### config.mk
export PLATFORM = sky130hd
export DESIGN_NAME = matrix_text_renderer
export DESIGN_NICKNAME = d
export VERILOG_FILES = /design/src/rtl/matrix_text_renderer.sv
export SDC_FILE = /design/constraint.sdc
export NUM_CORES = 2
export LEC_CHECK = 0
export ABC_AREA = 1
export CAP_MARGIN = 40
export CORE_MARGIN = 2
export CORE_UTILIZATION = 30
export DETAILED_ROUTE_END_ITERATION = 10
export PLACE_DENSITY = 0.42
export SKIP_CTS_REPAIR_TIMING = 1
export SLEW_MARGIN = 20
export SYNTH_ARGS = -nofsm -noshare
export SYNTH_HDL_FRONTEND = slang
export SYNTH_SLANG_ARGS = --single-unit
### constraint.sdc
create_clock -name clk -period 21 [get_ports clk]
set_input_delay 2.1 -clock clk [delete_from_list [all_inputs] [get_ports clk]]
set_output_delay 2.1 -clock clk [all_outputs]
set_load 0.1 [all_outputs]
### src/rtl/matrix_text_renderer.sv
// Renders a grid of BCD-decimal matrix cells as 8x16 glyphs onto a VGA raster and accepts cell writes.
// Optional build macro: LEADING_ZERO_BLANK_EN suppresses leading zero digits (last digit always drawn).
module matrix_text_renderer #(
    parameter int          X0         = 100,
    parameter int          Y0         = 50,
    parameter int          NUM_MAT    = 3,
    parameter int          MATRIX_N   = 3,
    parameter int          MATRIX_M   = 3,
    parameter int          DIGITS     = 5,
    parameter int          DATA_W     = 16,
    parameter int          CELL_PITCH = 55,
    parameter int          MAT_PITCH  = 165,
    parameter int          ROW_PITCH  = 30,
    parameter logic [11:0] FG         = 12'hFFF,
    parameter logic [11:0] BG         = 12'h000
) (
    input  logic              clk,
    input  logic              reset,
    input  logic [10:0]       h_count,
    input  logic [10:0]       v_count,
    input  logic              blank,
    input  logic              wr_valid,
    output logic              wr_ready,
    input  logic [7:0]        wr_mat,
    input  logic [7:0]        wr_row,
    input  logic [7:0]        wr_col,
    input  logic [DATA_W-1:0] wr_data,
    output logic              wr_err,
    output logic              wr_ovf,
    output logic              pix_on,
    output logic [3:0]        vga_r,
    output logic [3:0]        vga_g,
    output logic [3:0]        vga_b
);
    localparam int NCELLS = NUM_MAT * MATRIX_N * MATRIX_M;
    localparam int IDX_W  = (NCELLS > 1) ? $clog2(NCELLS) : 1;
    localparam int CW     = 4 * DIGITS;
    localparam int CNT_W  = $clog2(DATA_W + 1);

    function automatic logic [63:0] pow10(input int n);
        logic [63:0] r;
        r = 64'd1;
        for (int i = 0; i < n; i++) r = r * 64'd10;
        return r;
    endfunction

    localparam logic [63:0] MAX_VAL = pow10(DIGITS) - 64'd1;

    // Row 0 of each glyph sits in the top byte; bit 7 of a byte is the leftmost pixel.
    function automatic logic [127:0] glyph_rom(input logic [3:0] d);
        case (d)
            4'd0:    glyph_rom = 128'h00007CC6C6CEDEF6E6C6C67C00000000;
            4'd1:    glyph_rom = 128'h00001838781818181818187E00000000;
            4'd2:    glyph_rom = 128'h00007CC6060C183060C0C6FE00000000;
            4'd3:    glyph_rom = 128'h00007CC606063C060606C67C00000000;
            4'd4:    glyph_rom = 128'h00000C1C3C6CCCFE0C0C0C1E00000000;
            4'd5:    glyph_rom = 128'h0000FEC0C0C0FC060606C67C00000000;
            4'd6:    glyph_rom = 128'h00003860C0C0FCC6C6C6C67C00000000;
            4'd7:    glyph_rom = 128'h0000FEC606060C183030303000000000;
            4'd8:    glyph_rom = 128'h00007CC6C6C67CC6C6C6C67C00000000;
            4'd9:    glyph_rom = 128'h00007CC6C6C67E0606060C7800000000;
            default: glyph_rom = 128'h0;
        endcase
    endfunction

    typedef enum logic [1:0] {IDLE, SHIFT, COMMIT} state_t;

    // Reset asserts asynchronously; its release is re-timed to clk through two flops.
    logic [1:0] rst_sync_q, rst_sync_d;
    logic       rst;
    assign rst_sync_d = {rst_sync_q[0], 1'b0};
    assign rst        = rst_sync_q[1];

    always_ff @(posedge clk or posedge reset) begin
        if (reset) rst_sync_q <= 2'b11;
        else       rst_sync_q <= rst_sync_d;
    end

    state_t            state_q, state_d;
    logic [IDX_W-1:0]  idx_q, idx_d;
    logic [DATA_W-1:0] bin_q, bin_d;
    logic [CW-1:0]     bcd_q, bcd_d, bcd_adj;
    logic [CNT_W-1:0]  cnt_q, cnt_d;
    logic              ovf_q, ovf_d;
    logic              wr_err_q, wr_err_d;
    logic [CW-1:0]     cells_q [NCELLS];
    logic [CW-1:0]     cells_d [NCELLS];

    // Write handshake: a transfer happens on a clk edge where wr_valid && wr_ready; wr_ready is high only in IDLE.
    always_comb begin
        state_d  = state_q;
        idx_d    = idx_q;
        bin_d    = bin_q;
        bcd_d    = bcd_q;
        cnt_d    = cnt_q;
        ovf_d    = ovf_q;
        wr_err_d = 1'b0;
        cells_d  = cells_q;
        bcd_adj  = bcd_q;
        wr_ready = 1'b0;
        wr_ovf   = 1'b0;
        case (state_q)
            IDLE: begin
                wr_ready = 1'b1;
                if (wr_valid) begin
                    if (int'(wr_mat) >= NUM_MAT || int'(wr_row) >= MATRIX_N || int'(wr_col) >= MATRIX_M) begin
                        wr_err_d = 1'b1;
                    end else begin
                        idx_d   = IDX_W'((int'(wr_mat) * MATRIX_N + int'(wr_row)) * MATRIX_M + int'(wr_col));
                        bin_d   = wr_data;
                        bcd_d   = '0;
                        cnt_d   = '0;
                        ovf_d   = (64'(wr_data) > MAX_VAL);
                        state_d = SHIFT;
                    end
                end
            end
            SHIFT: begin
                for (int d = 0; d < DIGITS; d++) begin
                    if (bcd_q[4*d +: 4] >= 4'd5) bcd_adj[4*d +: 4] = bcd_q[4*d +: 4] + 4'd3;
                end
                {bcd_d, bin_d} = {bcd_adj, bin_q} << 1;
                cnt_d = cnt_q + 1'b1;
                if (cnt_q == CNT_W'(DATA_W - 1)) state_d = COMMIT;
            end
            COMMIT: begin
                wr_ovf         = ovf_q;
                cells_d[idx_q] = ovf_q ? {DIGITS{4'h9}} : bcd_q;
                state_d        = IDLE;
            end
            default: state_d = IDLE;
        endcase
    end

    // Render stage 1 locates the digit under the beam and reads the glyph ROM; stage 2 picks the bit.
    logic [7:0]   glyph_q, glyph_d;
    logic [2:0]   bitx_q, bitx_d;
    logic         hit_q, hit_d;
    logic         blank_q;
    logic         pix_on_q, pix_on_d;
    logic [11:0]  rgb_q, rgb_d;
    logic [3:0]   digit, grow;
    logic [CW-1:0] cell_w;
    logic [IDX_W-1:0] cidx;
    logic [127:0] font_w;
    logic         lead, lit;
    int           hx, vy, xl, yl;

    always_comb begin
        hit_d  = 1'b0;
        lead   = 1'b0;
        digit  = '0;
        grow   = '0;
        bitx_d = '0;
        cell_w = '0;
        cidx   = '0;
        xl     = 0;
        yl     = 0;
        hx     = int'(h_count);
        vy     = int'(v_count);
        for (int j = 0; j < NUM_MAT; j++) begin
            for (int i = 0; i < MATRIX_N; i++) begin
                for (int k = 0; k < MATRIX_M; k++) begin
                    for (int l = 0; l < DIGITS; l++) begin
                        xl = X0 + 8 * l + CELL_PITCH * k + MAT_PITCH * j;
                        yl = Y0 + ROW_PITCH * i;
                        if (hx >= xl && hx < xl + 8 && vy >= yl && vy < yl + 16) begin
                            hit_d  = 1'b1;
                            cidx   = IDX_W'((j * MATRIX_N + i) * MATRIX_M + k);
                            cell_w = cells_q[cidx];
                            digit  = cell_w[4*(DIGITS-1-l) +: 4];
                            grow   = 4'(vy - yl);
                            bitx_d = 3'(hx - xl);
`ifdef LEADING_ZERO_BLANK_EN
                            lead = (l < DIGITS - 1);
                            for (int d = 0; d < DIGITS - 1; d++) begin
                                if (d <= l && cell_w[4*(DIGITS-1-d) +: 4] != 4'd0) lead = 1'b0;
                            end
`else
                            lead = 1'b0;
`endif
                        end
                    end
                end
            end
        end
        font_w  = glyph_rom(digit);
        glyph_d = font_w[8*(15 - int'(grow)) +: 8];
    end

    always_comb begin
        lit      = hit_q && glyph_q[3'd7 - bitx_q];
        pix_on_d = lit && !blank_q;
        rgb_d    = blank_q ? 12'h000 : (lit ? FG : BG);
    end

    always_ff @(posedge clk or posedge rst) begin
        if (rst) begin
            state_q  <= IDLE;
            idx_q    <= '0;
            bin_q    <= '0;
            bcd_q    <= '0;
            cnt_q    <= '0;
            ovf_q    <= 1'b0;
            wr_err_q <= 1'b0;
            for (int c = 0; c < NCELLS; c++) cells_q[c] <= '0;
            glyph_q  <= '0;
            bitx_q   <= '0;
            hit_q    <= 1'b0;
            blank_q  <= 1'b1;
            pix_on_q <= 1'b0;
            rgb_q    <= '0;
        end else begin
            state_q  <= state_d;
            idx_q    <= idx_d;
            bin_q    <= bin_d;
            bcd_q    <= bcd_d;
            cnt_q    <= cnt_d;
            ovf_q    <= ovf_d;
            wr_err_q <= wr_err_d;
            cells_q  <= cells_d;
            glyph_q  <= glyph_d;
            bitx_q   <= bitx_d;
            hit_q    <= hit_d && !lead;
            blank_q  <= blank;
            pix_on_q <= pix_on_d;
            rgb_q    <= rgb_d;
        end
    end

    assign wr_err = wr_err_q;
    assign pix_on = pix_on_q;
    assign vga_r  = rgb_q[11:8];
    assign vga_g  = rgb_q[7:4];
    assign vga_b  = rgb_q[3:0];
endmodule

* After elaboration in Yosys (flattened, before gate mapping)
Memory sizes are Yosys's and may differ from the RTL's. Cells that the tools add are included.
Cells by class: equality and inequality tests 6, bitwise operators 2, order comparisons 107, shift operators 1, multipliers 2, $add $sub $neg 58, multiplexer cells 569, reduce and logical (&&, ||, !) cells 326
Operators by type and width (number):
- 4-bit two-way mux | 274
- 540-bit bitwise mux | 1
- 3-bit two-way mux | 136
- 1-bit logical AND | 318
- 11-bit by 9-bit >= comparator with 1-bit output (second input constant) | 24
- 11-bit by 9-bit less-than comparator with 1-bit output (second input constant) | 23
- 1-bit two-way mux | 140
- 11-bit by 8-bit less-than comparator with 1-bit output (second input constant) | 12
- 128-bit by 8-bit indexed part select with 8-bit output | 1
- 11-bit by 8-bit >= comparator with 1-bit output (second input constant) | 11
- 20-bit demux with 5-bit select | 1
- 11-bit by 10-bit less-than comparator with 1-bit output (second input constant) | 7
- 3-bit subtractor (second input constant) | 25
- 11-bit by 10-bit >= comparator with 1-bit output (second input constant) | 6
- 11-bit by 7-bit >= comparator with 1-bit output (second input constant) | 6
- 11-bit by 7-bit less-than comparator with 1-bit output (second input constant) | 6
- 20-bit two-way mux | 3
- 20-bit case mux with 2 select lines | 1
- 16-bit two-way mux | 2
- 16-bit case mux with 2 select lines | 1
- 3-bit by 1-bit subtractor with 3-bit output (second input constant) | 10
- 3-bit by 2-bit subtractor with 3-bit output (second input constant) | 10
- 8-bit by 2-bit >= comparator with 1-bit output (second input constant) | 3
- 12-bit two-way mux | 2
- other kinds (33) | 48
Word-level totals: output and inout bits 16, memory bits (read-only) 1120, input bits 66, logic and storage cells 1112, memories kept 1, register bits after elaboration 617
Memory list:
- (no name shown) | depth 16, width 70, read ports 1, clocked after Yosys merged registers in 0, write ports 0, RTL line 51 | case (d)

* Depth between registers and ports, before layout
word-level depth 141, gate-level depth with buffers 205, depth with buffers taken out 204

* Worst setup path before layout
OpenSTA, ideal clock, no wires.
path kind in2reg, start point input v_count[2], end point register glyph_q[2], stages on the path 201, arrival time 12.048 ns, library setup time 0.118 ns, path buffers 2, required time 20.882 ns, setup slack 8.834 ns, path through inv_1 > ha_1 > inv_1 > nor2_1 > nand2_1 > nand2_1 > nand2_2 > nor2_4 > buf_4 > nand3_1 > o21ai_0 > inv_2 > nand2_1 > nand2_1 > nand2_1 > nand2_1 > nand2_1 > nand2_1 > (+165 left out) > nand2_1 > nand2_1 > nand2_1 > nand2_1 > nand2_1 > nand2_1 > nand2_1 > nand2_4 > nand2_4 > buf_6 > nor2_2 > nand2_1 > nand3_1 > o21ai_0 > nand2_1 > nand2_1 > nand2_1 > nand2_1
Between the ends: word-level cells in the longest chain between the ends 140, elaborated cells between the ends (all ways) 552, classes of those cells add/sub (4); order compare (6); shift (1); mux (270); reduce/logical (270); memory (1)
Ends and longest elaborated chain:
- start: declaration | RTL line 20 | input logic [10:0] v_count,
- 11-bit by 6-bit >= comparator with 1-bit output | RTL line 167 | if (hx >= xl && hx < xl + 8 && vy >= yl && vy < yl + 16) begin
- 1-bit logical AND (2 in series) | RTL line 167
- 4-bit two-way mux (135 in series) | RTL line 167
- memory read 16 x 70 bit / 4-bit by 4-bit subtractor with 5-bit output (equally long branches)
- 128-bit by 8-bit indexed part select with 8-bit output * | RTL line 188 | glyph_d = font_w[8*(15 - int'(grow)) +: 8];
- net glyph_d[2] | RTL line 136 | logic [7:0] glyph_q, glyph_d;
- end signal: assignment | RTL line 222 | glyph_q <= glyph_d;
- end: declaration | RTL line 136
The timed path passes the listed nets; every way through them passes the cells marked *. A chain may end at the register's enable or synchronous reset.

* Worst setup path in the final report
start point input h_count[10], end point register glyph_q[5]
Between the ends: word-level cells in the longest chain between the ends 141, elaborated cells between the ends (all ways) 678, classes of those cells add/sub (1); order compare (90); shift (1); mux (270); reduce/logical (315); memory (1)
Ends and longest elaborated chain:
- start: declaration | RTL line 19 | input logic [10:0] h_count,
- 11-bit by 7-bit >= comparator with 1-bit output / 11-bit by 7-bit less-than comparator with 1-bit output (equally long branches) | RTL line 167
- 1-bit logical AND (3 in series) | RTL line 167
- 4-bit two-way mux (135 in series) | RTL line 167
- memory read 16 x 70 bit / 4-bit by 4-bit subtractor with 5-bit output (equally long branches)
- 128-bit by 8-bit indexed part select with 8-bit output * | RTL line 188
- net glyph_d[5] | RTL line 136
Marked as above.

==> results.toml <==
[drt]
vias_per_cell = 5.017
drc = 0
wl_per_cell_um = 21.73
drt_iter0_markers = 2999
wl_um = 142300
antenna_left = 0
vias = 32850
dr.pass1.iters = 8

[run]
cap_violations = 0

[synthesis]
ys_async_sr_fraction = 1.000
yosysSeqAreaShare = 0.4361
netlist_area_mm2 = 0.03466
synth_cell_types = 56
syn_inst = 4927
synth_edf_count = 0
synth_ff_type = "dfrtp_1"
ys_ff_latch = 604
syn_avg_cell_area_um2 = 7.035
ys.warnings.count = 0

[worst_setup_path]
cpMostUsedCell = "nand2_1"
cp_slowest_cell = "nor2_2"
crit_type = "input pin to flop"
end_kind = "flop"
crit_fanout = 14
crit_path_max_incr_delay_ns = 0.67
crit_arrival_ns = 16.19
crit_required_ns = 21.52
crit_path_start_kind = "input pin"

[global_routing]
grt_pass1_wl_um = 213500
grt_overflow = 0
grt_use_total = 0.2414
grt_max_degree = 167
grt_pass1_vias = 31820
grt_antenna_before_repair = 12

[timing]
setup_viol = 0
skew_ns = 0.03185
fin_crit_ns = 15.67
setup_tns_ns = 0
worst_pin_slew_ns = 1.125
rsz0062_at_grt = "false"
max_slew_margin = 0.2498
final_max_slew_viol_count = 0
hold_viol = 0
hold_slack_ns = 0.3300
timing.fmax_mhz = 63.82
fin_crit_sh = 0.7461

[layout]
drive_gt1_frac = 0.07949
syn_to_final_growth_pct = 15.80
fin_util = 0.3506
nets = 5092

[floorplanning]
ios = 82
die_y_um = 343.9
initial_core_util = 0.3027
coreArea_mm2 = 0.1145
dieArea_mm2 = 0.1183
fp.dieW_um = 343.9
row_count = 124

[place]
dp_hpwl_um = 97480
gp_congestion = 0.9693
io_buffers = 80

[pwr]
power_density_mw_per_mm2 = 69.05
p_seq_frac = 0.425
p_leak_uw = 0.01867
ir_drop_uv = 50.51
p_sw_uw = 763.2
internal-power_uw = 2009
clkPwrFrac = 0.467
netSwitchingFraction = 0.2753
power_frac_comb = 0.107

[worst_hold_path]
hold_class = "flop to asynchronous set/reset pin"

[clock_network]
htreeDepth = 3
clk-insertion-delay-late_ns = 0.66
cts_buffers = 75
clock_path_buffers = 3
cts.clk_slew.worst_paths_ns = 0.06
cts_tree = "done"
root_buffer = "clkbuf_16"
cts_sinks = 604

[outcome]
outcome = "complete, no violations"
cell usage in the layout (no fill, tap or decap), types with 41 or more instances in the layout:
cell             count
a21oi_1            166
buf_4               68
clkbuf_16           77
clkdlybuf4s50_1     80
dfrtp_1            601
ha_1                41
inv_1              441
inv_2               48
nand2_1           1600
nand3_1            159
nand4_1             63
nor2_1             406
nor3_1              99
o211ai_1            52
o21ai_0            724
or2_2               86
routing by layer:
metal  global-route usage  vias to the layer above  share of wire
met5                    0                        -        0.00018
met4              0.06621                        4          0.028
met3              0.02971                      178          0.047
met2               0.3919                      835           0.46
met1               0.3385                    15770           0.47
li1                     -                    16060              -
critical path: cells and delay by family:
kind	cells	cell delay, ns
simple gates	191	12.53
buf+inv	3	0.86
compound gates	3	0.63
cell families (layout without fill, tap and decap cells):
group / after synthesis / in the layout / synth area share
compound gates: 1063 / 1063 / 0.1671
xor+xnor: 16 / 16 / 0.004043
fa+ha+maj: 49 / 49 / 0.01942
buf+inv: 731 / 835 / 0.08136
flops: 604 / 604 / 0.4361
other cells: 1 / 5 / 0.0001082
simple gates: 2463 / 2463 / 0.2918
sequential cells by signal, indices dropped and copies added (netlist names):
| signal | cells |
|---|---|
| pix_on | 1 |
| cnt_q | 5 |
| bitx_q | 3 |
| cells_q | 540 |
| blank_q | 1 |
| rst_sync_q | 2 |
| hit_q | 1 |
| bcd_q | 20 |
| state_q | 2 |
| idx_q | 5 |
| bin_q | 16 |
| glyph_q | 7 |
| wr_err | 1 |
power groups by stage:
stage | sequential, uW | combinational (uW) | clock [uW]
after floorplan | 1200 | 189 | 0
after global placement | 1200 | 289 | 0
after detailed placement | 1200 | 298 | 0
after CTS | 1180 | 299 | 1330
after global routing | 1180 | 330 | 1370
final | 1180 | 298 | 1300
cell type report:
class	count	area, um^2
antenna	3	7.507
clock buffer	108	2173
clock inverter	24	217.7
fill	12520	74360
inverter	504	1899
multi-input combinational	3593	16750
sequential	604	15120
tap	1512	1892
timing repair buffer	199	2079
cells in the mapped netlist, types with 5 or more instances:
master     number  area (um^2)
xor2_1          9        78.83
nor4_1         17        106.4
a21oi_1       166        830.8
o21ai_1         6        30.03
clkinv_1       13        48.80
o2111ai_1       7        61.31
inv_2          28        105.1
clkbuf_1      200        750.7
nor3_1        102        510.5
nand3_1       159        795.8
o22ai_1        17        106.4
nand2_1      1601         6010
o21ai_0       725         3628
o221ai_1       26        227.7
a221oi_1        5        43.79
xnor2_1         7        61.31
a31oi_1        10        62.56
nand4_1        63        394.1
nand3b_1        5        37.54
o21a_1          7        52.55
a221o_1         5        50.05
nor2_1        407         1528
ha_1           41        513.0
buf_1           5        18.77
nor2_2          9        56.30
fa_1            8        160.2
dfrtp_1       601        15040
o31ai_1         8        60.06
buf_4          17        127.6
a211oi_1        6        45.04
or2_2          86        538.0
inv_1         463         1738
o211ai_1       52        390.4
worst paths after layout:
kind,startpoint,endpoint,slack (ns),cells after the start
setup / recovery,h_count[10],glyph_q[5]$_DFF_PP0_,5.33,197
hold / removal,rst_sync_q[1]$_DFF_PP1_,cells_q[528]$_DFFE_PP0P_,0.33,1
setup reg to reg,cells_q[531]$_DFFE_PP0P_,glyph_q[5]$_DFF_PP0_,8.70,193
hold reg to reg,rst_sync_q[1]$_DFF_PP1_,cells_q[528]$_DFFE_PP0P_,0.33,1
max in group asynchronous,rst_sync_q[1]$_DFF_PP1_,cells_q[1]$_DFFE_PP0P_,17.92,4
min in group clk,rst_sync_q[0]$_DFF_PP1_,rst_sync_q[1]$_DFF_PP1_,0.36,0
stage by stage:
stage	power (uW)	area (um^2)	worst slack, ns	cells
final	2772	40140	5.332	6547
after floorplan	1388	34670	3.877	4928
after global placement	1489	37020	4.638	6363
after global routing	2880	40130	3.290	6544
after detailed placement	1498	37730	4.731	6410
after CTS	2810	40120	5.364	6542
(Power assumes the default switching activity.)
==> variant, RTL diff (same settings) <==
`rgb_q` no longer has a reset.
--- a/src/rtl/matrix_text_renderer.sv
+++ b/src/rtl/matrix_text_renderer.sv
@@ -209,7 +209,6 @@
             hit_q    <= 1'b0;
             blank_q  <= 1'b1;
             pix_on_q <= 1'b0;
-            rgb_q    <= '0;
         end else begin
             state_q  <= state_d;
             idx_q    <= idx_d;
@@ -224,8 +223,11 @@
             hit_q    <= hit_d && !lead;
             blank_q  <= blank;
             pix_on_q <= pix_on_d;
-            rgb_q    <= rgb_d;
         end
+    end
+
+    always_ff @(posedge clk) begin
+        rgb_q <= rgb_d;
     end
 
     assign wr_err = wr_err_q;
Function: not settled (the Yosys comparison gave no result); the edit may change what the design does.
==> variant against the original RTL <==
Worst setup slack lost 0.24 ns. Routed wire length decreased by 3.0%. Sequential cell count is 1 higher. Total power up 4.8%. Final area fell by 0.89%. Core utilization grew 0.31 points. Clock power is 7% higher. Synthesized area fell by 1.8%. Largest power group unchanged.
==> variant: results (changes against the original RTL) <==
* Pre-CTS WS at 4.49 ns (was 4.73 ns)
* Finished Cell Area at 39800 sq um (was 40100 sq um)
* Combinational power at 335 uW (was 298 uW)
* GR Util met2 at 36.5% (was 39.2%)
* WL met3 at 7900 um (was 6650 um)
* Fin nets at 4944 (was 5092)
* Distinct cell type count of the synthesized netlist at 63 (was 56)
* Final Worst Setup Slack at 5.09 ns (was 5.33 ns)
* Met2 WL at 60500 um (was 65000 um)
* Power share of the clock group at 47.8% (was 46.7%)
* Synth Area in XOR/XNOR at 0.412% (was 0.404%)
* Largest cells by area after synthesis: dfrtp_1 (44%), nand2_1 (17%), o21ai_0 (11%) (was dfrtp_1 (43%), nand2_1 (17%), o21ai_0 (10%))
* Total power at 2900 uW (was 2770 uW)
* Compound-Gate Fraction of Synth Area at 17.3% (was 16.7%)
* Initial antenna violation count at 21 (was 12)
* Worst Skew at 0.0345 ns (was 0.0318 ns)
* WHS at 0.136 ns (was 0.330 ns)
* Post-synthesis cell area at 34000 sq um (was 34700 sq um)
* Worst skew pair latency at 0.69 ns (was 0.66 ns)
* Dpl cells at 6245 (was 6410)
* GRT Total Usage at 23.6% (was 24.1%)
* Vias in the first global route at 30.7k (was 31.8k)
* First-pass GRT wire length at 206000 um (was 214000 um)
* Commonest cells in the netlist: nand2_1 (1530), o21ai_0 (748), dfrtp_1 (601) (was nand2_1 (1601), o21ai_0 (725), dfrtp_1 (601))
* Total CTS buffers at 77 (was 75)
* Status: finished, final reports clean (unchanged)
* Final WL at 138000 um (was 142000 um)
* Wl on met1 at 66500 um (was 66700 um)
* Mapped Cells at 4774 (was 4927)
* Largest net degree at the start of global routing at 149 (was 167)
* FFs w/ async S/R, synth at 99.8% (was 100%)
==> variant: path summary, 6_finish.rpt <==
kind,endpoint,startpoint,cells past startpoint
worst min-delay path,cells_q[501],rst_sync_q[1],1
worst max-delay path,glyph_q[5],h_count[1],186
min in group clk,rst_sync_q[1],rst_sync_q[0],0
max in group asynchronous,glyph_q[6],rst_sync_q[1],5
worst min register to register,cells_q[501],rst_sync_q[1],1
worst max register to register,glyph_q[5],cells_q[539],186
==> variant: worst max-delay path: cells and delay by family <==
| family | cells | cell delay (ns) |
|---|---|---|
| buf+inv | 3 | 1.61 |
| compound gates | 3 | 0.42 |
| simple gates | 179 | 11.92 |
| fa+ha+maj | 1 | 0.46 |
==> variant: area by class of cell <==
class | count | share of cell area, %
Multi-Input combinational cell | 3429 | 40.4
Sequential cell | 605 | 38.1
Clock buffer | 110 | 5.53
Timing Repair Buffer | 201 | 5.40
Inverter | 514 | 4.87
Tap cell | 1500 | 4.72
Clock inverter | 28 | 1.03
Antenna cell | 1 | 0.00629
